File: src/rtl/can_tx_pkg.sv
// Shared types and constants for the CAN transmit bit-stuffing path.
package can_tx_pkg;

    typedef enum logic [0:0] {
        IDLE  = 1'b0,
        SHIFT = 1'b1
    } tx_state_e;

    localparam int unsigned STUFF_LIMIT = 5;
    localparam logic        RECESSIVE   = 1'b1;

    // Equal-bit run after emitting a bit; a run of 0 means no history, so any bit starts at 1.
    function automatic logic [2:0] run_next(input logic [2:0] run, input logic same);
        logic [2:0] result;
        if (same && (run != 3'd0)) begin
            if (run >= 3'(STUFF_LIMIT)) begin
                result = 3'(STUFF_LIMIT);
            end else begin
                result = run + 3'd1;
            end
        end else begin
            result = 3'd1;
        end
        return result;
    endfunction

endpackage

File: src/rtl/can_stuff_counter.sv
// Tracks the last emitted bit and the equal-bit run length; requests a stuff bit at the limit.
module can_stuff_counter
    import can_tx_pkg::*;
(
    input  logic clock,
    input  logic reset,
    input  logic clear,
    input  logic emit,
    input  logic emit_bit,
    output logic last,
    output logic stuff_req
);

    logic       last_r;
    logic [2:0] run_r;

    // Run history: clear drops the run but last still follows any bit emitted on the same edge.
    always_ff @(posedge clock) begin
        if (!reset) begin
            last_r <= RECESSIVE;
            run_r  <= 3'd0;
        end else begin
            if (clear) begin
                run_r <= 3'd0;
            end else if (emit) begin
                run_r <= run_next(run_r, emit_bit == last_r);
            end else begin
                run_r <= run_r;
            end
            if (emit) begin
                last_r <= emit_bit;
            end else begin
                last_r <= last_r;
            end
        end
    end

    assign last      = last_r;
    assign stuff_req = (run_r == 3'(STUFF_LIMIT));

endmodule

File: src/rtl/can_tx_bitstuffer.sv
// CAN transmit serializer: shifts loaded segments out MSB-first per strobe with bit stuffing.
module can_tx_bitstuffer
    import can_tx_pkg::*;
#(
    parameter int WIDTH = 16,
    parameter int LENW  = $clog2(WIDTH + 1)
) (
    input  logic             clock,
    input  logic             reset,
    input  logic             frame_start,
    input  logic             load,
    input  logic [WIDTH-1:0] data,
    input  logic [LENW-1:0]  len,
    input  logic             stuff_en,
    input  logic             tx_strobe,
    input  logic             abort,
    output logic             bitout,
    output logic             stuffbit,
    output logic             busy,
    output logic             done
);

    tx_state_e        state_r, state_s;
    logic [WIDTH-1:0] sreg_r, sreg_s;
    logic [LENW-1:0]  bits_left_r, bits_left_s;
    logic             bitout_r, bitout_s;
    logic             stuffbit_r, stuffbit_s;
    logic             busy_r;
    logic             done_r, done_s;
    logic [LENW-1:0]  len_eff_s;
    logic             emit_s, emit_bit_s;
    logic             last_s, stuff_req_s;

    assign len_eff_s = (len > LENW'(WIDTH)) ? LENW'(WIDTH) : len;

    can_stuff_counter u_stuff_counter (
        .clock     (clock),
        .reset     (reset),
        .clear     (abort | frame_start),
        .emit      (emit_s),
        .emit_bit  (emit_bit_s),
        .last      (last_s),
        .stuff_req (stuff_req_s)
    );

    // Next-state and output computation; abort overrides whatever the FSM chose.
    always_comb begin
        state_s     = state_r;
        sreg_s      = sreg_r;
        bits_left_s = bits_left_r;
        bitout_s    = bitout_r;
        stuffbit_s  = stuffbit_r;
        done_s      = 1'b0;
        emit_s      = 1'b0;
        emit_bit_s  = 1'b0;
        case (state_r)
            IDLE: begin
                if (load && (len_eff_s != {LENW{1'b0}})) begin
                    sreg_s      = data << (LENW'(WIDTH) - len_eff_s);
                    bits_left_s = len_eff_s;
                    state_s     = SHIFT;
                end else begin
                    state_s = IDLE;
                end
            end
            SHIFT: begin
                if (tx_strobe) begin
                    emit_s = 1'b1;
                    if (stuff_en && stuff_req_s) begin
                        bitout_s   = ~last_s;
                        stuffbit_s = 1'b1;
                        emit_bit_s = ~last_s;
                    end else begin
                        bitout_s    = sreg_r[WIDTH-1];
                        stuffbit_s  = 1'b0;
                        emit_bit_s  = sreg_r[WIDTH-1];
                        sreg_s      = {sreg_r[WIDTH-2:0], 1'b0};
                        bits_left_s = bits_left_r - LENW'(1);
                        if (bits_left_r == LENW'(1)) begin
                            done_s  = 1'b1;
                            state_s = IDLE;
                        end else begin
                            state_s = SHIFT;
                        end
                    end
                end else begin
                    state_s = SHIFT;
                end
            end
            default: begin
                state_s = IDLE;
            end
        endcase
        if (abort) begin
            state_s     = IDLE;
            bitout_s    = RECESSIVE;
            stuffbit_s  = 1'b0;
            bits_left_s = {LENW{1'b0}};
            done_s      = 1'b0;
            emit_s      = 1'b0;
        end else begin
            emit_s = emit_s;
        end
    end

    // State and registered outputs.
    always_ff @(posedge clock) begin
        if (!reset) begin
            state_r     <= IDLE;
            sreg_r      <= {WIDTH{1'b0}};
            bits_left_r <= {LENW{1'b0}};
            bitout_r    <= RECESSIVE;
            stuffbit_r  <= 1'b0;
            busy_r      <= 1'b0;
            done_r      <= 1'b0;
        end else begin
            state_r     <= state_s;
            sreg_r      <= sreg_s;
            bits_left_r <= bits_left_s;
            bitout_r    <= bitout_s;
            stuffbit_r  <= stuffbit_s;
            busy_r      <= (state_s == SHIFT);
            done_r      <= done_s;
        end
    end

    assign bitout   = bitout_r;
    assign stuffbit = stuffbit_r;
    assign busy     = busy_r;
    assign done     = done_r;

endmodule

File: config.mk
export PLATFORM = sky130hd
export DESIGN_NAME = can_tx_bitstuffer
export DESIGN_NICKNAME = d
export VERILOG_FILES = /design/src/rtl/can_tx_pkg.sv /design/src/rtl/can_stuff_counter.sv /design/src/rtl/can_tx_bitstuffer.sv
export SDC_FILE = /design/constraint.sdc
export NUM_CORES = 1
export LEC_CHECK = 0
export BUFFER_PORTS_ARGS = -buffer_cell sky130_fd_sc_hd__buf_2
export CORE_MARGIN = 1.5
export CORE_UTILIZATION = 34
export CTS_CLUSTER_DIAMETER = 200
export DETAILED_ROUTE_END_ITERATION = 12
export PLACE_DENSITY = 0.5
export SYNTH_ARGS = -nofsm -noshare
export SYNTH_HDL_FRONTEND = slang
export SYNTH_HIERARCHICAL = 1
export SYNTH_SLANG_ARGS = --single-unit
File: constraint.sdc
create_clock -name clock -period 3.6 [get_ports clock]
set_input_delay 0.72 -clock clock [delete_from_list [all_inputs] [get_ports clock]]
set_output_delay 0.72 -clock clock [all_outputs]
set_load 0.01 [all_outputs]
After elaboration in Yosys (flattened, before gate mapping)
Index checks and enable logic that the tools add are counted.

word-level totals
  flip-flop bits (word level) = 29
  bits of input ports = 28
  logic and storage cells = 59
  output and inout bits = 4

cells by class
  $lt $le $gt $ge = 2
  shift-type cells = 1
  $add $sub $neg = 3
  multiplexer cells = 24
  bitwise operators = 5
  reductions and logical operators = 10
  eq/ne operators = 6

operators with widths
  cell                                                   count
  two-way mux 16 bit                                     3
  case mux 16 bit (2 select lines)                       1
  two-way mux 5 bit                                      4
  << shifter 16 x 5 -> 16 bit                            1
  two-way mux 1 bit                                      12
  case mux 5 bit (2 select lines)                        1
  two-way mux 3 bit                                      2
  != test 2 bit (second input constant)                  3
  equality test 5 x 1 -> 1 bit (second input constant)   1
  greater-than comparator 5 bit (second input constant)  1
  nonzero test 5 bit                                     1
  OR reduction 5 bit                                     1
  subtractor 5 x 1 -> 5 bit (second input constant)      1
  subtractor 5 bit (first input constant)                1
  NOT 1 bit                                              4
  OR reduction 2 bit                                     2
  adder 3 x 1 -> 3 bit (second input constant)           1
  equality test 3 bit (second input constant)            1
  >= comparator 3 bit (second input constant)            1
  logical AND 1 bit                                      3
  AND reduction 3 bit                                    1
  nonzero test 3 bit                                     1
  case mux 1 bit (2 select lines)                        1
  AND reduction 2 bit                                    1
  2 further kinds                                        2

Logic depth before layout (Yosys ltp)
  depth after elaboration = 8
  gate-level depth with buffers = 12
  depth with buffers taken out = 10

Hierarchy
Netlist, hierarchy kept.

by module, submodules not included
  module             sequential area each (sq um)  instances  area each (sq um)  cells an instance
  can_tx_bitstuffer  500.5                         1          1869.3             224
  can_stuff_counter  80.1                          1          242.7              27

Worst setup path after synthesis
OpenSTA, ideal clock, no wires.

  kind = input to register
  from = in len[0]
  to = reg bits_left_r[2]
  setup slack = 0.792 ns
  arrival = 2.682 ns
  required time = 3.474 ns
  stages on the path = 12
  path buffers = 2
  library setup time = 0.126 ns
  path through = nor2b_1 buf_4 inv_4 ha_1 o21a_1 ha_1 nand2b_1 o22ai_2 clkbuf_1 o21ai_0 a22oi_1 nor2_1

between the ends
  cells in the longest elaborated chain, start to end = 6
  elaborated cells between the ends (all ways) = 8
  those cells by class = order compare (1); eq/ne (1); mux (3); reduce/logical (3)

RTL lines
  element                        line                      source
  from (decl)                    can_tx_bitstuffer.sv:13   input logic [LENW-1:0] len,
  greater-than comparator 5 bit  can_tx_bitstuffer.sv:34   assign len_eff_s = (len > LENW'(WIDTH)) ? LENW'(WIDTH) : len;
  two-way mux 5 bit (*)          can_tx_bitstuffer.sv:34
  nonzero test 5 bit             can_tx_bitstuffer.sv:58   if (load && (len_eff_s != {LENW{1'b0}})) begin
  logical AND 1 bit              can_tx_bitstuffer.sv:58
  != test 2 bit (no line)        --
  AND reduction 3 bit (no line)  --
  to (signal assigned)           can_tx_bitstuffer.sv:111  bits_left_r <= {LENW{1'b0}};
  to (signal assigned)           can_tx_bitstuffer.sv:119  bits_left_r <= bits_left_s;
  to (decl)                      can_tx_bitstuffer.sv:25   logic [LENW-1:0] bits_left_r, bits_left_s;

Mark *: on every way between the ends. The rest lies on a longest branch, timed or not. The select of a mux whose other input is x is not followed.
A chain may end at the register's enable or synchronous reset.

Worst setup path in the final report
  from = in len[4]
  to = reg sreg_r[8]

between the ends
  cells in the longest elaborated chain, start to end = 6
  elaborated cells between the ends (all ways) = 10
  those cells by class = add/sub (1); order compare (1); eq/ne (1); shift (1); mux (3); reduce/logical (3)

RTL lines
  element                                                                         line                                              source
  greater-than comparator 5 bit                                                   can_tx_bitstuffer.sv:34
  two-way mux 5 bit (*)                                                           can_tx_bitstuffer.sv:34
  subtractor 5 bit / nonzero test 5 bit (equally long branches)                   can_tx_bitstuffer.sv:59, can_tx_bitstuffer.sv:58
  << shifter 16 x 5 -> 16 bit / logical AND 1 bit (equally long branches)         can_tx_bitstuffer.sv:59, can_tx_bitstuffer.sv:58
  two-way mux 16 bit / != test 2 bit (equally long branches)                      --
  case mux 16 bit (2 select lines) / AND reduction 3 bit (equally long branches)  --
  to (signal assigned)                                                            can_tx_bitstuffer.sv:110                          sreg_r <= {WIDTH{1'b0}};
  to (signal assigned)                                                            can_tx_bitstuffer.sv:118                          sreg_r <= sreg_s;
  to (decl)                                                                       can_tx_bitstuffer.sv:24                           logic [WIDTH-1:0] sreg_r, sreg_s;

Marked as above.

==> impl_metrics.tcl <==
set metrics [dict create \
    synth_edf_count 0 \
    max_stage_delay_ps 530 \
    placed_area_sq_um 2342 \
    finalCoreUtilization_pct 40.57 \
    cts_tree "done" \
    power_frac_comb_pct 30.4 \
    route.vias.total 1985 \
    netlist.area_leader.share_pct 27.49 \
    cts_root_buf "clkbuf_8" \
    seqCellArea_sq_um 580.6 \
    clock_latency_ps 280 \
    r2r_start "u_stuff_counter/run_r[0]" \
    fp.dieW_um 81.82 \
    leakage_nw 0.9787 \
    grt_usage_pct 18.00 \
    syn_avg_cell_area_sq_um 8.414 \
    die_h_um 81.82 \
    finalCritPeriodShare_pct 80.60 \
    multi_input_area_sq_um 1443 \
    yosys.area.top_type "dfxtp_1" \
    gp_congestion 0.8001 \
    cts_resized 0 \
    drtIter0Drc 107 \
    slowest_stage "ha_1" \
    sequentialPowerShare_pct 41.3 \
    yosysSeqAreaShare_pct 27.49 \
    finalNetCount 317 \
    yosys_warnings 6 \
    synthTopCellsByArea "dfxtp_1, mux2i_1, ha_1" \
    cp.required_ps 3800 \
    grt_max_degree 29 \
    ys_async_sr_fraction_pct 0 \
    power_density_nw_per_um2 354.4 \
    timing.fmax_mhz 344.6 \
    period_needed_ps 2902 \
    clockBufferDepth 2 \
    grt_antenna_before_repair 0 \
    hold_class "reg2reg" \
    start_util_pct 35.46 \
    pin_count 32 \
    switching_share_pct 32.24 \
    fp.dieArea_sq_um 6694 \
    hold_slack_ps 475.0 \
    syn_nets 286 \
    p_clk_share_pct 28.3 \
    slew_headroom_pct 51.89 \
    hold_viol_final 0 \
    vias_per_cell 5.576 \
    rsz0062_at_grt "false" \
    clock-sinks 29 \
    fin_ws_ps 698.3 \
    htree_levels 2 \
    fin_skew_ps 7.057 \
    place.port_buffers 31 \
    drv_cap 0 \
    rows 28 \
    ant_nets 0 \
    detailed_place_hpwl_um 4140 \
    synthToLayoutAreaGrowth_pct 14.40 \
    peakVddDrop_mv 0.1321 \
    worstSetupPathType "in2reg" \
    core_sq_um 5956 \
    tightestPinTransition_ps 716.2 \
    drive_gt1_share_pct 19.22 \
    crit_start "len[4]" \
    cts_made_buffers 5 \
    clk_pin_slew_worst_paths_ps 60 \
    post-place-ws_ps 409.7 \
    synth.distinct_cells 54 \
    rr_endpoint "u_stuff_counter/run_r[2]" \
    tns_ps 0 \
    p_int_mw 0.5801 \
    wirelength_um 5497 \
    setup_violations 0 \
    cp_cell_sequence "buf_2 -> nor2b_1 -> inv_4 -> ha_1 -> buf_4 -> mux2i_1 -> mux4_2 -> or2_1 -> a41oi_1" \
    dr.pass1.iters 4 \
    ff2ff_path_depth 9 \
    critPathArrivalTime_ps 3110 \
    cts_setup_buffers 0 \
    end_kind "flip-flop" \
    critPathMaxFanout 10 \
    endpoint "sreg_r[8]" \
    num_antenna_cells 0 \
    synthCells 251 \
    startpoint_type "input port" \
    rrSetupSlack_ps 1300 \
    report.final.slew_viol_count 0 \
    grt_pass1_vias 1920 \
    fillers 627 \
    grt_pass1_wl_um 9197 \
    grt_overflow 0 \
    outcome "finished, final reports clean" \
    cts_hold_buffers 0 \
    switchingPower_mw 0.2760 \
    synthFlopType "dfxtp_1" \
    syn-cell-area_sq_um 2112 \
    wire_per_inst_um 15.44 \
    stdcell_area_sq_um 2416 \
    drc 0 \
    ys_seq_elements 29 \
]
flip-flops by register name, indices dropped and copies added (netlist names):
| name | count |
|---|---|
| u_stuff_counter/run_r | 3 |
| stuffbit | 1 |
| u_stuff_counter/last | 1 |
| sreg_r | 16 |
| done | 1 |
| busy | 1 |
| bits_left_r | 5 |
| bitout | 1 |
how the worst min path moves through the flow:
stage / to / cells past startpoint / startpoint
finish: bitout / 1 / bitout
floorplan: sreg_r[0] / 2 / sreg_r[0]
global placement: bitout / 1 / bitout
global route: bitout / 1 / bitout
detailed placement: bitout / 1 / bitout
CTS: sreg_r[0] / 2 / sreg_r[0]
power by group through the flow:
stage	sequential, mW	combinational (mW)	clock [mW]
after CTS	0.354	0.261	0.254
final	0.354	0.261	0.242
after global placement	0.361	0.260	0
after global routing	0.356	0.286	0.265
after floorplan	0.358	0.189	0
after detailed placement	0.360	0.260	0
cell usage after synthesis (2+ instances only):
cell and instances:
a31oi_1 4, o21ai_0 17, nand3_1 5, ha_1 7, xnor2_1 2, a22oi_1 5
o211a_1 2, nand4_1 3, a21oi_1 13, o211ai_1 2, o31a_1 2, buf_1 2
nor2b_1 3, nor3_1 5, a221oi_1 5, a211oi_1 7, or3_1 3, mux2i_1 29
nor2_1 23, inv_1 7, mux4_2 3, buf_4 2, nand2_1 21, mux2_2 3
dfxtp_1 29, buf_2 3, nand2b_1 7, clkbuf_1 5, and2_1 4, o22ai_1 2
a41oi_1 2, o21a_1 2
cells in the final DEF, fill, tap and decap left out, types with 4 or more instances in the layout:
cell type,netlist,routed
buf_2,3,31
mux2i_1,29,29
dfxtp_1,29,29
nor2_1,23,23
nand2_1,21,21
o21ai_0,17,17
a21oi_1,13,13
inv_1,7,7
a211oi_1,7,7
nand2b_1,7,7
ha_1,7,7
nor3_1,5,5
a221oi_1,5,5
a22oi_1,5,5
nand3_1,5,5
clkbuf_8,0,5
buf_4,2,5
and2_1,4,4
a31oi_1,4,4
logic make-up after synthesis:
kind of cell / count (synthesis) / synth area share (%)
compound gates: 73 / 23.52
xor+xnor: 4 / 2.548
fa+ha+maj: 7 / 4.147
buf+inv: 20 / 4.206
flops: 29 / 27.49
mux: 35 / 18.54
simple gates: 83 / 19.55
metal layers:
layer | GRT usage, % | wire length (um) | vias up
li1 | - | - | 996
met1 | 23.46 | 2702 | 950
met2 | 30.08 | 2565 | 32
met3 | 3.667 | 173 | 7
met4 | 4.746 | 56 | 0
met5 | 0 | 0 | -
per-stage QoR:
stage / power, mW / instances
CTS: 0.8690 / 356
detailed placement: 0.6206 / 350
global placement: 0.6216 / 350
global route: 0.9075 / 356
floorplan: 0.5469 / 251
finish: 0.8562 / 356
cell type report:
class	instances	share of cell area [%]
clock inverter	1	0.2071
multi-input combinational	202	59.71
tap	75	3.884
clock buffer	5	2.848
sequential	29	24.03
timing repair buffer	36	7.975
inverter	8	1.346
critical path, delay by kind of cell:
kind	cells	cell delay [ps]
buf+inv	3	520
mux	2	660
compound gates	1	200
simple gates	2	470
fa+ha+maj	1	530
Note: power is estimated with default switching activity, not from simulation.
